===== src/rtl/sys_bus_master_pkg.sv =====
// rtl/sys_bus_master_pkg.sv - shared widths, defaults and state encodings for the bus master
//
// Purpose: single home for the master's default widths, queue depth, WAIT
// timeout limit and the 2-bit sequencer state encodings used by the RTL.
// Ports: none (package).

package sys_bus_master_pkg;

  // Default bus address width (IO select plus in-device offset) and data width.
  localparam int BUS_ADDR_WIDTH = 12;
  localparam int MEM_WIDTH      = 32;

  // Default request queue depth and maximum WAIT cycles before an error completion.
  localparam int BM_FIFO_DEPTH  = 4;
  localparam int BM_TIMEOUT     = 15;

  // Sequencer states, 2-bit binary.
  localparam logic [1:0] BM_IDLE = 2'd0;
  localparam logic [1:0] BM_ALE  = 2'd1;
  localparam logic [1:0] BM_CMD  = 2'd2;
  localparam logic [1:0] BM_WAIT = 2'd3;

endpackage


===== src/rtl/sys_bus_master_if.sv =====
// rtl/sys_bus_master_if.sv - request, bus-controller and response signal bundle
//
// Purpose: groups the core-side request handshake, the bus-controller command
// signals and the completion response of sys_bus_master.
// Modports:
//   master - the sequencer: takes requests and bus status, drives commands and responses.
//   slave  - the environment: drives requests and bus status, observes commands and responses.

interface sys_bus_master_if
  import sys_bus_master_pkg::*;
#(
  parameter int ADDR_W = BUS_ADDR_WIDTH,
  parameter int DATA_W = MEM_WIDTH
) ();

  // core-side request
  logic              req_valid;
  logic              req_ready;
  logic              req_we;
  logic [ADDR_W-1:0] req_addr;
  logic [DATA_W-1:0] req_wdata;

  // bus-controller side
  logic              ale_en;
  logic              bus_read_en;
  logic              bus_write_en;
  logic [ADDR_W-1:0] addr_input;
  logic [DATA_W-1:0] data_write;
  logic [DATA_W-1:0] data_read;
  logic              bus_ready;

  // completion response and status
  logic              rsp_valid;
  logic              rsp_we;
  logic [DATA_W-1:0] rsp_data;
  logic              rsp_err;
  logic              busy;

  modport master (
    input  req_valid, req_we, req_addr, req_wdata, data_read, bus_ready,
    output req_ready, ale_en, bus_read_en, bus_write_en, addr_input, data_write,
    output rsp_valid, rsp_we, rsp_data, rsp_err, busy
  );

  modport slave (
    output req_valid, req_we, req_addr, req_wdata, data_read, bus_ready,
    input  req_ready, ale_en, bus_read_en, bus_write_en, addr_input, data_write,
    input  rsp_valid, rsp_we, rsp_data, rsp_err, busy
  );

endinterface


===== src/rtl/sys_bus_master_req_fifo.sv =====
// rtl/sys_bus_master_req_fifo.sv - request queue of {we, addr, wdata} entries
//
// Purpose: synchronous FIFO holding pending requests. Head entry stays visible
// on dout until popped.
// Ports:
//   clk, rst            - clock, asynchronous active-low reset
//   push, din           - write an entry (ignored when full)
//   pop, dout           - retire the head entry (ignored when empty) / head entry
//   full, empty, count  - occupancy status

module bm_req_fifo #(
  parameter int W     = 45,
  parameter int DEPTH = 4
) (
  input  logic                     clk,
  input  logic                     rst,
  input  logic                     push,
  input  logic [W-1:0]             din,
  input  logic                     pop,
  output logic [W-1:0]             dout,
  output logic                     full,
  output logic                     empty,
  output logic [$clog2(DEPTH):0]   count
);

  localparam int             PW      = $clog2(DEPTH);
  localparam logic [PW:0]    DEPTH_C = DEPTH;
  localparam logic [PW:0]    CNT_ONE = 1;
  localparam logic [PW-1:0]  PTR_ONE = 1;

  logic [W-1:0]  mem [DEPTH];
  logic [PW-1:0] wr_ptr;
  logic [PW-1:0] rd_ptr;
  logic          push_ok;
  logic          pop_ok;

  assign full    = (count == DEPTH_C);
  assign empty   = (count == '0);
  assign push_ok = push & ~full;
  assign pop_ok  = pop & ~empty;
  assign dout    = mem[rd_ptr];

  // Storage needs no reset; only the pointers and count define validity.
  always_ff @(posedge clk) begin
    if (push_ok) begin
      mem[wr_ptr] <= din;
    end
  end

  // Pointers wrap naturally because DEPTH is a power of two.
  always_ff @(posedge clk or negedge rst) begin
    if (!rst) begin
      wr_ptr <= '0;
      rd_ptr <= '0;
      count  <= '0;
    end else begin
      if (push_ok) wr_ptr <= wr_ptr + PTR_ONE;
      if (pop_ok)  rd_ptr <= rd_ptr + PTR_ONE;
      case ({push_ok, pop_ok})
        2'b10:   count <= count + CNT_ONE;
        2'b01:   count <= count - CNT_ONE;
        default: count <= count;
      endcase
    end
  end

endmodule


===== src/rtl/sys_bus_master.sv =====
// rtl/sys_bus_master.sv - queued request sequencer driving the system bus controller
//
// Purpose: buffers core requests and runs each one through the controller's
// address-latch / command / wait-for-ready sequence, one at a time, returning
// read data or a timeout error on a single-cycle response strobe.
// Ports:
//   clk  - rising-edge clock
//   rst  - asynchronous active-low reset
//   bus  - sys_bus_master_if.master: request handshake, bus commands, response, busy

module sys_bus_master
  import sys_bus_master_pkg::*;
#(
  parameter int ADDR_W     = BUS_ADDR_WIDTH,
  parameter int DATA_W     = MEM_WIDTH,
  parameter int FIFO_DEPTH = BM_FIFO_DEPTH,
  parameter int TIMEOUT    = BM_TIMEOUT
) (
  input  logic              clk,
  input  logic              rst,
  sys_bus_master_if.master  bus
);

  localparam int         EW      = 1 + ADDR_W + DATA_W;
  localparam logic [7:0] TMO_LIM = 8'(TIMEOUT);

  logic [1:0]                    state;
  logic [7:0]                    wait_cnt;
  logic [7:0]                    cnt_next;
  logic                          seen_low;
  logic                          cur_we;
  logic [ADDR_W-1:0]             addr_q;
  logic [DATA_W-1:0]             wdata_q;
  logic                          ale_q;
  logic                          rd_en_q;
  logic                          wr_en_q;
  logic                          rsp_valid_q;
  logic                          rsp_we_q;
  logic [DATA_W-1:0]             rsp_data_q;
  logic                          rsp_err_q;

  logic [EW-1:0]                 fifo_dout;
  logic                          fifo_full;
  logic                          fifo_empty;
  logic [$clog2(FIFO_DEPTH):0]   fifo_count;
  logic                          head_we;
  logic [ADDR_W-1:0]             head_addr;
  logic [DATA_W-1:0]             head_wdata;
  logic                          done;
  logic                          timed_out;
  logic                          pop;

  assign {head_we, head_addr, head_wdata} = fifo_dout;

  // A completion needs the controller to have gone busy first, so a ready
  // level left over from before the command cannot end the WAIT early.
  assign cnt_next  = wait_cnt + 8'd1;
  assign done      = (state == BM_WAIT) & bus.bus_ready & seen_low;
  assign timed_out = (state == BM_WAIT) & ~done & (cnt_next >= TMO_LIM);
  // The head entry is retired only when its transaction ends, never at launch.
  assign pop       = done | timed_out;

  bm_req_fifo #(
    .W     (EW),
    .DEPTH (FIFO_DEPTH)
  ) u_fifo (
    .clk   (clk),
    .rst   (rst),
    .push  (bus.req_valid),
    .din   ({bus.req_we, bus.req_addr, bus.req_wdata}),
    .pop   (pop),
    .dout  (fifo_dout),
    .full  (fifo_full),
    .empty (fifo_empty),
    .count (fifo_count)
  );

  always_ff @(posedge clk or negedge rst) begin
    if (!rst) begin
      state       <= BM_IDLE;
      wait_cnt    <= '0;
      seen_low    <= 1'b0;
      cur_we      <= 1'b0;
      addr_q      <= '0;
      wdata_q     <= '0;
      ale_q       <= 1'b0;
      rd_en_q     <= 1'b0;
      wr_en_q     <= 1'b0;
      rsp_valid_q <= 1'b0;
      rsp_we_q    <= 1'b0;
      rsp_data_q  <= '0;
      rsp_err_q   <= 1'b0;
    end else begin
      // Strobes and response fields are single-cycle unless re-asserted below.
      ale_q       <= 1'b0;
      rd_en_q     <= 1'b0;
      wr_en_q     <= 1'b0;
      rsp_valid_q <= 1'b0;
      rsp_we_q    <= 1'b0;
      rsp_data_q  <= '0;
      rsp_err_q   <= 1'b0;
      case (state)
        BM_IDLE: begin
          if (!fifo_empty && bus.bus_ready) begin
            cur_we  <= head_we;
            addr_q  <= head_addr;
            wdata_q <= head_wdata;
            ale_q   <= 1'b1;
            state   <= BM_ALE;
          end
        end
        BM_ALE: begin
          rd_en_q <= ~cur_we;
          wr_en_q <= cur_we;
          state   <= BM_CMD;
        end
        BM_CMD: begin
          wait_cnt <= '0;
          seen_low <= 1'b0;
          state    <= BM_WAIT;
        end
        BM_WAIT: begin
          wait_cnt <= cnt_next;
          if (!bus.bus_ready) seen_low <= 1'b1;
          if (done || timed_out) begin
            rsp_valid_q <= 1'b1;
            rsp_we_q    <= cur_we;
            rsp_err_q   <= timed_out;
            rsp_data_q  <= (done && !cur_we) ? bus.data_read : '0;
            addr_q      <= '0;
            wdata_q     <= '0;
            state       <= BM_IDLE;
          end
        end
        default: state <= BM_IDLE;
      endcase
    end
  end

  assign bus.req_ready    = ~fifo_full;
  assign bus.ale_en       = ale_q;
  assign bus.bus_read_en  = rd_en_q;
  assign bus.bus_write_en = wr_en_q;
  assign bus.addr_input   = addr_q;
  assign bus.data_write   = wdata_q;
  assign bus.rsp_valid    = rsp_valid_q;
  assign bus.rsp_we       = rsp_we_q;
  assign bus.rsp_data     = rsp_data_q;
  assign bus.rsp_err      = rsp_err_q;
  assign bus.busy         = ~fifo_empty | (state != BM_IDLE);

endmodule


===== src/flat_wrapper.sv =====
// flat-port wrapper written by rule: the top's interface ports become plain ports
module sys_bus_master_flat import sys_bus_master_pkg::*;
#(
  parameter int ADDR_W     = BUS_ADDR_WIDTH,
  parameter int DATA_W     = MEM_WIDTH,
  parameter int FIFO_DEPTH = BM_FIFO_DEPTH,
  parameter int TIMEOUT    = BM_TIMEOUT
)
  (clk, rst, bus_req_valid, bus_req_we, bus_req_addr, bus_req_wdata, bus_data_read, bus_bus_ready, bus_req_ready, bus_ale_en, bus_bus_read_en, bus_bus_write_en, bus_addr_input, bus_data_write, bus_rsp_valid, bus_rsp_we, bus_rsp_data, bus_rsp_err, bus_busy);
  sys_bus_master_if #(.ADDR_W(ADDR_W), .DATA_W(DATA_W)) bus_i ();
  input  logic clk;
  input  logic rst;
  input wire logic [$bits(bus_i.req_valid)-1:0] bus_req_valid;
  input wire logic [$bits(bus_i.req_we)-1:0] bus_req_we;
  input wire logic [$bits(bus_i.req_addr)-1:0] bus_req_addr;
  input wire logic [$bits(bus_i.req_wdata)-1:0] bus_req_wdata;
  input wire logic [$bits(bus_i.data_read)-1:0] bus_data_read;
  input wire logic [$bits(bus_i.bus_ready)-1:0] bus_bus_ready;
  output wire logic [$bits(bus_i.req_ready)-1:0] bus_req_ready;
  output wire logic [$bits(bus_i.ale_en)-1:0] bus_ale_en;
  output wire logic [$bits(bus_i.bus_read_en)-1:0] bus_bus_read_en;
  output wire logic [$bits(bus_i.bus_write_en)-1:0] bus_bus_write_en;
  output wire logic [$bits(bus_i.addr_input)-1:0] bus_addr_input;
  output wire logic [$bits(bus_i.data_write)-1:0] bus_data_write;
  output wire logic [$bits(bus_i.rsp_valid)-1:0] bus_rsp_valid;
  output wire logic [$bits(bus_i.rsp_we)-1:0] bus_rsp_we;
  output wire logic [$bits(bus_i.rsp_data)-1:0] bus_rsp_data;
  output wire logic [$bits(bus_i.rsp_err)-1:0] bus_rsp_err;
  output wire logic [$bits(bus_i.busy)-1:0] bus_busy;
  assign bus_i.req_valid = bus_req_valid;
  assign bus_i.req_we = bus_req_we;
  assign bus_i.req_addr = bus_req_addr;
  assign bus_i.req_wdata = bus_req_wdata;
  assign bus_i.data_read = bus_data_read;
  assign bus_i.bus_ready = bus_bus_ready;
  assign bus_req_ready = bus_i.req_ready;
  assign bus_ale_en = bus_i.ale_en;
  assign bus_bus_read_en = bus_i.bus_read_en;
  assign bus_bus_write_en = bus_i.bus_write_en;
  assign bus_addr_input = bus_i.addr_input;
  assign bus_data_write = bus_i.data_write;
  assign bus_rsp_valid = bus_i.rsp_valid;
  assign bus_rsp_we = bus_i.rsp_we;
  assign bus_rsp_data = bus_i.rsp_data;
  assign bus_rsp_err = bus_i.rsp_err;
  assign bus_busy = bus_i.busy;
  sys_bus_master #(.ADDR_W(ADDR_W), .DATA_W(DATA_W), .FIFO_DEPTH(FIFO_DEPTH), .TIMEOUT(TIMEOUT)) u_core (.clk(clk), .rst(rst), .bus(bus_i));
endmodule

===== config.mk =====
export PLATFORM = sky130hd
export DESIGN_NAME = sys_bus_master_flat
export DESIGN_NICKNAME = d
export VERILOG_FILES = /design/src/rtl/sys_bus_master_pkg.sv /design/src/rtl/sys_bus_master_if.sv /design/src/rtl/sys_bus_master_req_fifo.sv /design/src/rtl/sys_bus_master.sv /design/src/flat_wrapper.sv
export SDC_FILE = /design/constraint.sdc
export NUM_CORES = 1
export LEC_CHECK = 0
export CORE_ASPECT_RATIO = 2
export CORE_MARGIN = 5
export CORE_UTILIZATION = 50
export DETAILED_ROUTE_END_ITERATION = 7
export PLACE_DENSITY = 0.83
export SYNTH_ARGS = -nofsm -noshare
export SYNTH_HDL_FRONTEND = slang
export SYNTH_SLANG_ARGS = --single-unit

===== constraint.sdc =====
create_clock -name clk -period 3.8 [get_ports clk]
set_input_delay 0.38 -clock clk [delete_from_list [all_inputs] [get_ports clk]]
set_output_delay 0.38 -clock clk [all_outputs]
set_load 0.01 [all_outputs]

# Word-level counts from Yosys, hierarchy flattened
# Memory sizes are Yosys's and may differ from the RTL's.
# Index checks and enable logic that the tools add are counted.
# op_classes
muxes,28
n_lt_le_gt_ge,1
reduce_logical,15
add_sub_neg,5
n_eq_ne,9
bitwise,12
# ops
operator,n
$mux 32,5
$pmux 32 s2,1
$mux 12,2
$pmux 12 s2,1
$pmux 8 s2,1
$mux 1,13
$add 8x1->8 const B,1
$ge 8x4->1 const B,1
$pmux 2 s4,1
$reduce_bool 2->1,4
$and 1x1->1,6
$eq 2x2->1 const B,3
$pmux 3 s2,1
$reduce_and 2->1,3
$add 2x1->2 const B,2
$eq 2x1->1 const B,2
$mux 2,2
$ne 2x2->1 const B,2
$not 1->1,4
$add 3x1->3 const B,1
$eq 3x3->1 const B,1
$logic_not 3->1,1
$reduce_and 3->1,1
$sub 3x1->3 const B,1
other kinds (7),10
# totals
regBits,101
output_inout_bits,84
ram_bits,180
mem_count,1
word_cells,87
# memory_table
name,words,word_bits,read_ports,rd_clocked_by_memory_dff,wr,line_no,text
u_core.u_fifo.mem,4,45,1,0,1,sys_bus_master_req_fifo.sv:31,logic [W-1:0] mem [DEPTH];

# Logic depth before layout (Yosys ltp)
# depth
ltp_word,10
depth_mapped,11
mapped_depth_nobuf,11

# Cells and area by module
# A second synthesis with hierarchy kept.
# unflattened
cells_unflattened,540
area_unflattened_um2,10502.6
# by_module_without_submodules
mod,cells_per_inst,instances,seq_area_each_um2,area_each_um2
bm_req_fifo,272,1,5580.4,6939.2
sys_bus_master,268,1,2352.3,3563.4

# Worst setup path after synthesis
# Ideal clock, no wire load.
# synth_path
path_type,register to register
startpoint,reg u_core.wait_cnt[0]
endpoint,reg u_core.u_fifo.count[2]
path_stages_with_launch,11
slack_ns,1.172
required_ns,3.721
arrival_time_ns,2.549
path_cell_list,dfrtp_1 ha_1 or4b_1 o221ai_2 o211a_1 ha_1 inv_1 fa_1 xor2_1 nor2_1 xor2_1
# synth_between
elab_chain_cells,7
elab_cells_between_ends,9
# synth_lines
element,line_no,text
from (decl),sys_bus_master.sv:28,logic [7:0] wait_cnt;
from (signal assigned),sys_bus_master.sv:123,wait_cnt <= cnt_next;
$add 8x1->8 (*),sys_bus_master.sv:57,assign cnt_next = wait_cnt + 8'd1;
$ge 8x4->1 (*),sys_bus_master.sv:59,assign timed_out = (state == BM_WAIT) & ~done & (cnt_next >= TMO_LIM);
$and 1x1->1 (*),sys_bus_master.sv:59,
$or 1x1->1 (*),sys_bus_master.sv:61,assign pop = done | timed_out;
$and 1x1->1 (*),sys_bus_master_req_fifo.sv:40,assign pop_ok = pop & ~empty;
net u_core.u_fifo.pop_ok,sys_bus_master_req_fifo.sv:35,logic pop_ok;
$eq 2x1->1 / $eq 2x2->1 (equally long branches),sys_bus_master_req_fifo.sv:59,"case ({push_ok, pop_ok})"
$pmux 3 s2 / $reduce_bool 2->1 (equally long branches),n/a,
to (signal assigned),sys_bus_master_req_fifo.sv:60,2'b10: count <= count + CNT_ONE;
to (signal assigned),sys_bus_master_req_fifo.sv:61,2'b01: count <= count - CNT_ONE;
to (signal assigned),sys_bus_master_req_fifo.sv:62,default: count <= count;
to (decl),sys_bus_master_req_fifo.sv:23,output logic [$clog2(DEPTH):0] count
# Mark *: on every way through the listed nets, which the timed path passes. The rest lies on a longest branch.
# A chain may end at the register's enable or synchronous reset.

# Worst setup path after layout
# Same ends and word-level chain as after synthesis.

==> impl_metrics.xml <==
<?xml version="1.0" encoding="UTF-8"?>
<metrics>
  <group name="critical_path">
    <metric name="crit_path_max_fanout" unit="">7</metric>
    <metric name="worstPathRequired" unit="ns">4.24</metric>
    <metric name="critical_path_arrival" unit="ns">3.36</metric>
    <metric name="rrSetupSlack" unit="ns">0.88</metric>
    <metric name="critical_path.startpoint_type" unit="">register</metric>
    <metric name="worst_setup_path_end_kind" unit="">register</metric>
    <metric name="destination_of_the_worst_register_to_register_timing_path" unit="">u_core.u_fifo.count[2]</metric>
    <metric name="worstReg2RegStart" unit="">u_core.wait_cnt[0]</metric>
    <metric name="worstSetupPathType" unit="">register to register</metric>
    <metric name="ff2ff_path_depth" unit="">10</metric>
  </group>
  <group name="yosys">
    <metric name="synth_warnings" unit="">0</metric>
    <metric name="netlist_area" unit="um^2">10400</metric>
    <metric name="synth_cells" unit="">542</metric>
    <metric name="synth_largest_area_cell" unit="">sky130_fd_sc_hd__edfxtp_1</metric>
    <metric name="synth.top_cells.by_area" unit="">sky130_fd_sc_hd__edfxtp_1, sky130_fd_sc_hd__dfrtp_1, sky130_fd_sc_hd__mux4_2</metric>
    <metric name="synthesis.nets" unit="">635</metric>
    <metric name="synth-async-reset-ratio" unit="">0.359</metric>
    <metric name="synth_edf_count" unit="">180</metric>
    <metric name="xor_xnor_fraction_of_synth_area" unit="">0.0101</metric>
    <metric name="post-synth-top-area-fraction" unit="">0.517</metric>
    <metric name="synth-compound-area-share" unit="">0.0559</metric>
    <metric name="post_synth_most_frequent_cells" unit="">sky130_fd_sc_hd__edfxtp_1, sky130_fd_sc_hd__dfrtp_1, sky130_fd_sc_hd__mux4_2</metric>
    <metric name="share_of_synthesized_area_occupied_by_flip_flops_and_latches" unit="">0.759</metric>
    <metric name="synth_top_family_by_area" unit="">multiplexers</metric>
    <metric name="synth.ff_latch_count" unit="">281</metric>
    <metric name="post_synth_mux_area_share" unit="">0.0991</metric>
    <metric name="synth_top_flop_cell" unit="">sky130_fd_sc_hd__edfxtp_1</metric>
    <metric name="arithmetic_cell_share_of_the_synthesized_area_counting_full_adders_half_adders_and_majority_gates" unit="">0.0151</metric>
    <metric name="synthMostInstantiatedCell" unit="">sky130_fd_sc_hd__edfxtp_1</metric>
    <metric name="synth_cell_types" unit="">41</metric>
    <metric name="synth.avg_cell_area" unit="um^2">19.3</metric>
    <metric name="synth_simple_gate_area_frac" unit="">0.0439</metric>
  </group>
  <group name="worst_hold_path">
    <metric name="min_from" unit="">bus_data_read[23]</metric>
    <metric name="worstHoldPathCells" unit="">2</metric>
    <metric name="worstHoldEndpoint" unit="">u_core.bus.rsp_data[23]</metric>
    <metric name="worstHoldPathType" unit="">primary input to register</metric>
  </group>
  <group name="routing">
    <metric name="detail_route.iter0.violations" unit="">281</metric>
    <metric name="drt-pass1-iter-count" unit="">4</metric>
    <metric name="finalWirelength" unit="um">22300</metric>
    <metric name="detail_route.wl_per_cell" unit="um">22.1</metric>
    <metric name="vias" unit="">5628</metric>
    <metric name="antenna_left" unit="">0</metric>
    <metric name="residual_drc_count" unit="">0</metric>
    <metric name="post_drt_via_cell_ratio" unit="">5.59</metric>
  </group>
  <group name="grt">
    <metric name="grt_pass1_vias" unit="">6337</metric>
    <metric name="groute.usage.overall" unit="">0.189</metric>
    <metric name="grt.overflow.total" unit="">0</metric>
    <metric name="antenna_found_initial" unit="">1</metric>
    <metric name="largest_net_degree_at_the_start_of_global_routing" unit="">56</metric>
    <metric name="grt_pass1_wl" unit="um">35300</metric>
  </group>
  <group name="clock_network">
    <metric name="total_of_cells_resized_after_clock_tree_synthesis" unit="">0</metric>
    <metric name="cts_tree" unit="">done</metric>
    <metric name="clkTransAtPathRegs" unit="ns">0.07</metric>
    <metric name="post-cts-setup-buffer-count" unit="">0</metric>
    <metric name="cts.htree.levels" unit="">1</metric>
    <metric name="worst_skew_late_latency" unit="ns">0.52</metric>
    <metric name="cts.path.max_buffers" unit="">3</metric>
    <metric name="root_buffer" unit="">sky130_fd_sc_hd__clkbuf_16</metric>
    <metric name="tritoncts_num_sinks" unit="">281</metric>
    <metric name="cts-buffers-inserted" unit="">24</metric>
    <metric name="postCtsHoldBufs" unit="">1</metric>
  </group>
  <group name="sta">
    <metric name="peak_clock_frequency_supported_by_timing" unit="MHz">343</metric>
    <metric name="slew_headroom" unit="">0.178</metric>
    <metric name="timing.final.max_slew_violations" unit="">0</metric>
    <metric name="grt_setup_unrepaired" unit="">no</metric>
    <metric name="post-route-min-period" unit="ns">2.92</metric>
    <metric name="tightest_slew" unit="ns">1.23</metric>
    <metric name="setup_viol_count_final" unit="">0</metric>
    <metric name="timing.setup.tns" unit="ns">0</metric>
    <metric name="final_min_period_over_clock_period" unit="">0.768</metric>
    <metric name="skew" unit="ns">0.0139</metric>
    <metric name="hold_violations" unit="">0</metric>
  </group>
  <group name="finish">
    <metric name="n_fill_cell" unit="">1480</metric>
    <metric name="final_stage_net_count" unit="">811</metric>
    <metric name="final_layout_size_suffix_gt1_frac" unit="">0.149</metric>
    <metric name="synthToLayoutAreaGrowth" unit="%">26.1</metric>
    <metric name="layout.core_utilization" unit="">0.633</metric>
  </group>
  <group name="floorplanning">
    <metric name="die_x" unit="um">112</metric>
    <metric name="die_area" unit="um^2">24100</metric>
    <metric name="design.portCount" unit="">165</metric>
    <metric name="core_area" unit="um^2">20800</metric>
    <metric name="rows" unit="">75</metric>
    <metric name="die_height" unit="um">214</metric>
    <metric name="floorplan.initialDensity" unit="">0.502</metric>
  </group>
  <group name="place">
    <metric name="final_wtd_congestion" unit="">0.800</metric>
    <metric name="hpwlAfterDp" unit="um">14200</metric>
    <metric name="io_buffer_count" unit="">164</metric>
  </group>
  <group name="pwr">
    <metric name="static-leakage-power" unit="nW">4.93</metric>
    <metric name="worst_vdd_drop" unit="V">0.000507</metric>
    <metric name="power-per-cell-area" unit="nW/um^2">771</metric>
  </group>
  <group name="status">
    <metric name="status" unit="">complete, no violations</metric>
  </group>
  <group name="run">
    <metric name="cap_violations" unit="">0</metric>
  </group>
</metrics>
area by class of cell:
type,instances,area (um^2),share of cell area
timing repair buffer,174,1720,0.130
sequential,281,7940,0.602
multi-input combinational,225,2360,0.179
inverter,12,45.0,0.00342
antenna,1,2.50,0.000190
clock inverter,13,114,0.00864
clock buffer,31,668,0.0507
tap,269,337,0.0255
worst max-delay path by stage:
stage | startpoint | end | slack [ns]
global route | u_core.wait_cnt[0] | u_core.u_fifo.count[2] | 0.63
finish | u_core.wait_cnt[0] | u_core.u_fifo.count[2] | 0.88
global placement | u_core.wait_cnt[0] | u_core.u_fifo.count[2] | 1.04
floorplan | u_core.wait_cnt[0] | u_core.u_fifo.count[2] | 1.17
CTS | u_core.wait_cnt[0] | u_core.u_fifo.count[2] | 0.89
detailed placement | u_core.wait_cnt[0] | u_core.u_fifo.count[2] | 0.91
stage by stage:
| stage | hold WS (ns) | instance area [um^2] | instances | total power [mW] | setup slack [ns] |
|---|---|---|---|---|---|
| global route | 0.405 | 13200 | 1006 | 10.7 | 0.627 |
| finish | 0.414 | 13200 | 1006 | 10.2 | 0.881 |
| CTS | 0.392 | 13200 | 1005 | 10.3 | 0.886 |
| detailed placement | 0.485 | 12400 | 960 | 7.84 | 0.910 |
| floorplan | 0.0844 | 10400 | 542 | 6.51 | 1.17 |
| global placement | 0.478 | 12400 | 960 | 7.64 | 1.04 |
report_power, final:
group	total [mW]	leakage, nW	internal, mW	switching (mW)
logic	3.08	1.58	1.63	1.45
registers	4.65	2.96	4.06	0.598
clock network	2.42	0.396	1.38	1.04
sequential cells by signal (all words and copies together) (netlist names):
signal,count
u_core.state,2
u_core.bus.addr_input,12
u_core.bus.data_write,32
u_core.bus.bus_write_en,1
u_core.wait_cnt,8
u_core.u_fifo.wr_ptr,2
u_core.u_fifo.count,3
u_core.u_fifo.rd_ptr,2
u_core.bus.rsp_valid,1
u_core.seen_low,1
u_core.bus.bus_read_en,1
u_core.u_fifo.mem,180
u_core.bus.rsp_we,1
u_core.bus.ale_en,1
u_core.bus.rsp_data,32
u_core.cur_we,1
u_core.bus.rsp_err,1
layout by cell type (no fill, tap or decap), drive strengths merged, types with 2 or more instances in the layout:
| master | n |
|---|---|
| and2 | 34 |
| nor2b | 2 |
| inv | 11 |
| and3 | 7 |
| nor3 | 3 |
| ha | 11 |
| edfxtp | 180 |
| nand3 | 4 |
| nor2 | 10 |
| mux4 | 45 |
| bufinv | 2 |
| a22o | 44 |
| a21oi | 6 |
| clkbuf | 31 |
| clkdlybuf4s50 | 163 |
| xnor2 | 6 |
| o21bai | 2 |
| dfrtp | 101 |
| o22ai | 5 |
| clkinv | 12 |
| o211a | 2 |
| nand2 | 15 |
| mux2 | 2 |
| o21ai | 7 |
| xor2 | 6 |
| buf | 10 |
layer usage:
metal | global-route usage | vias up | part of all wire
li1 | - | 2455 | -
met1 | 0.207 | 2909 | 0.34
met2 | 0.355 | 204 | 0.57
met3 | 0.0291 | 60 | 0.047
met4 | 0.0814 | 0 | 0.038
met5 | 0 | - | 0
worst max-delay path, stage by stage, from the launching register on:
cell	delay (ns)
sky130_fd_sc_hd__dfrtp_1	0.45
sky130_fd_sc_hd__ha_1	0.30
sky130_fd_sc_hd__or4b_1	0.54
sky130_fd_sc_hd__o221ai_2	0.18
sky130_fd_sc_hd__o211a_1	0.27
sky130_fd_sc_hd__ha_1	0.19
sky130_fd_sc_hd__inv_1	0.06
sky130_fd_sc_hd__fa_1	0.37
sky130_fd_sc_hd__xor2_1	0.16
sky130_fd_sc_hd__nor2_1	0.15
sky130_fd_sc_hd__xor2_1	0.16
cell families (layout without fill, tap and decap cells):
| family | count (synthesis) | in the layout |
|---|---|---|
| compound gates | 72 | 72 |
| xor+xnor | 12 | 12 |
| fa+ha+maj | 12 | 12 |
| buf+inv | 36 | 230 |
| flops | 281 | 281 |
| mux | 47 | 47 |
| other cells | 0 | 1 |
| simple gates | 82 | 82 |
(Power assumes the default switching activity.)
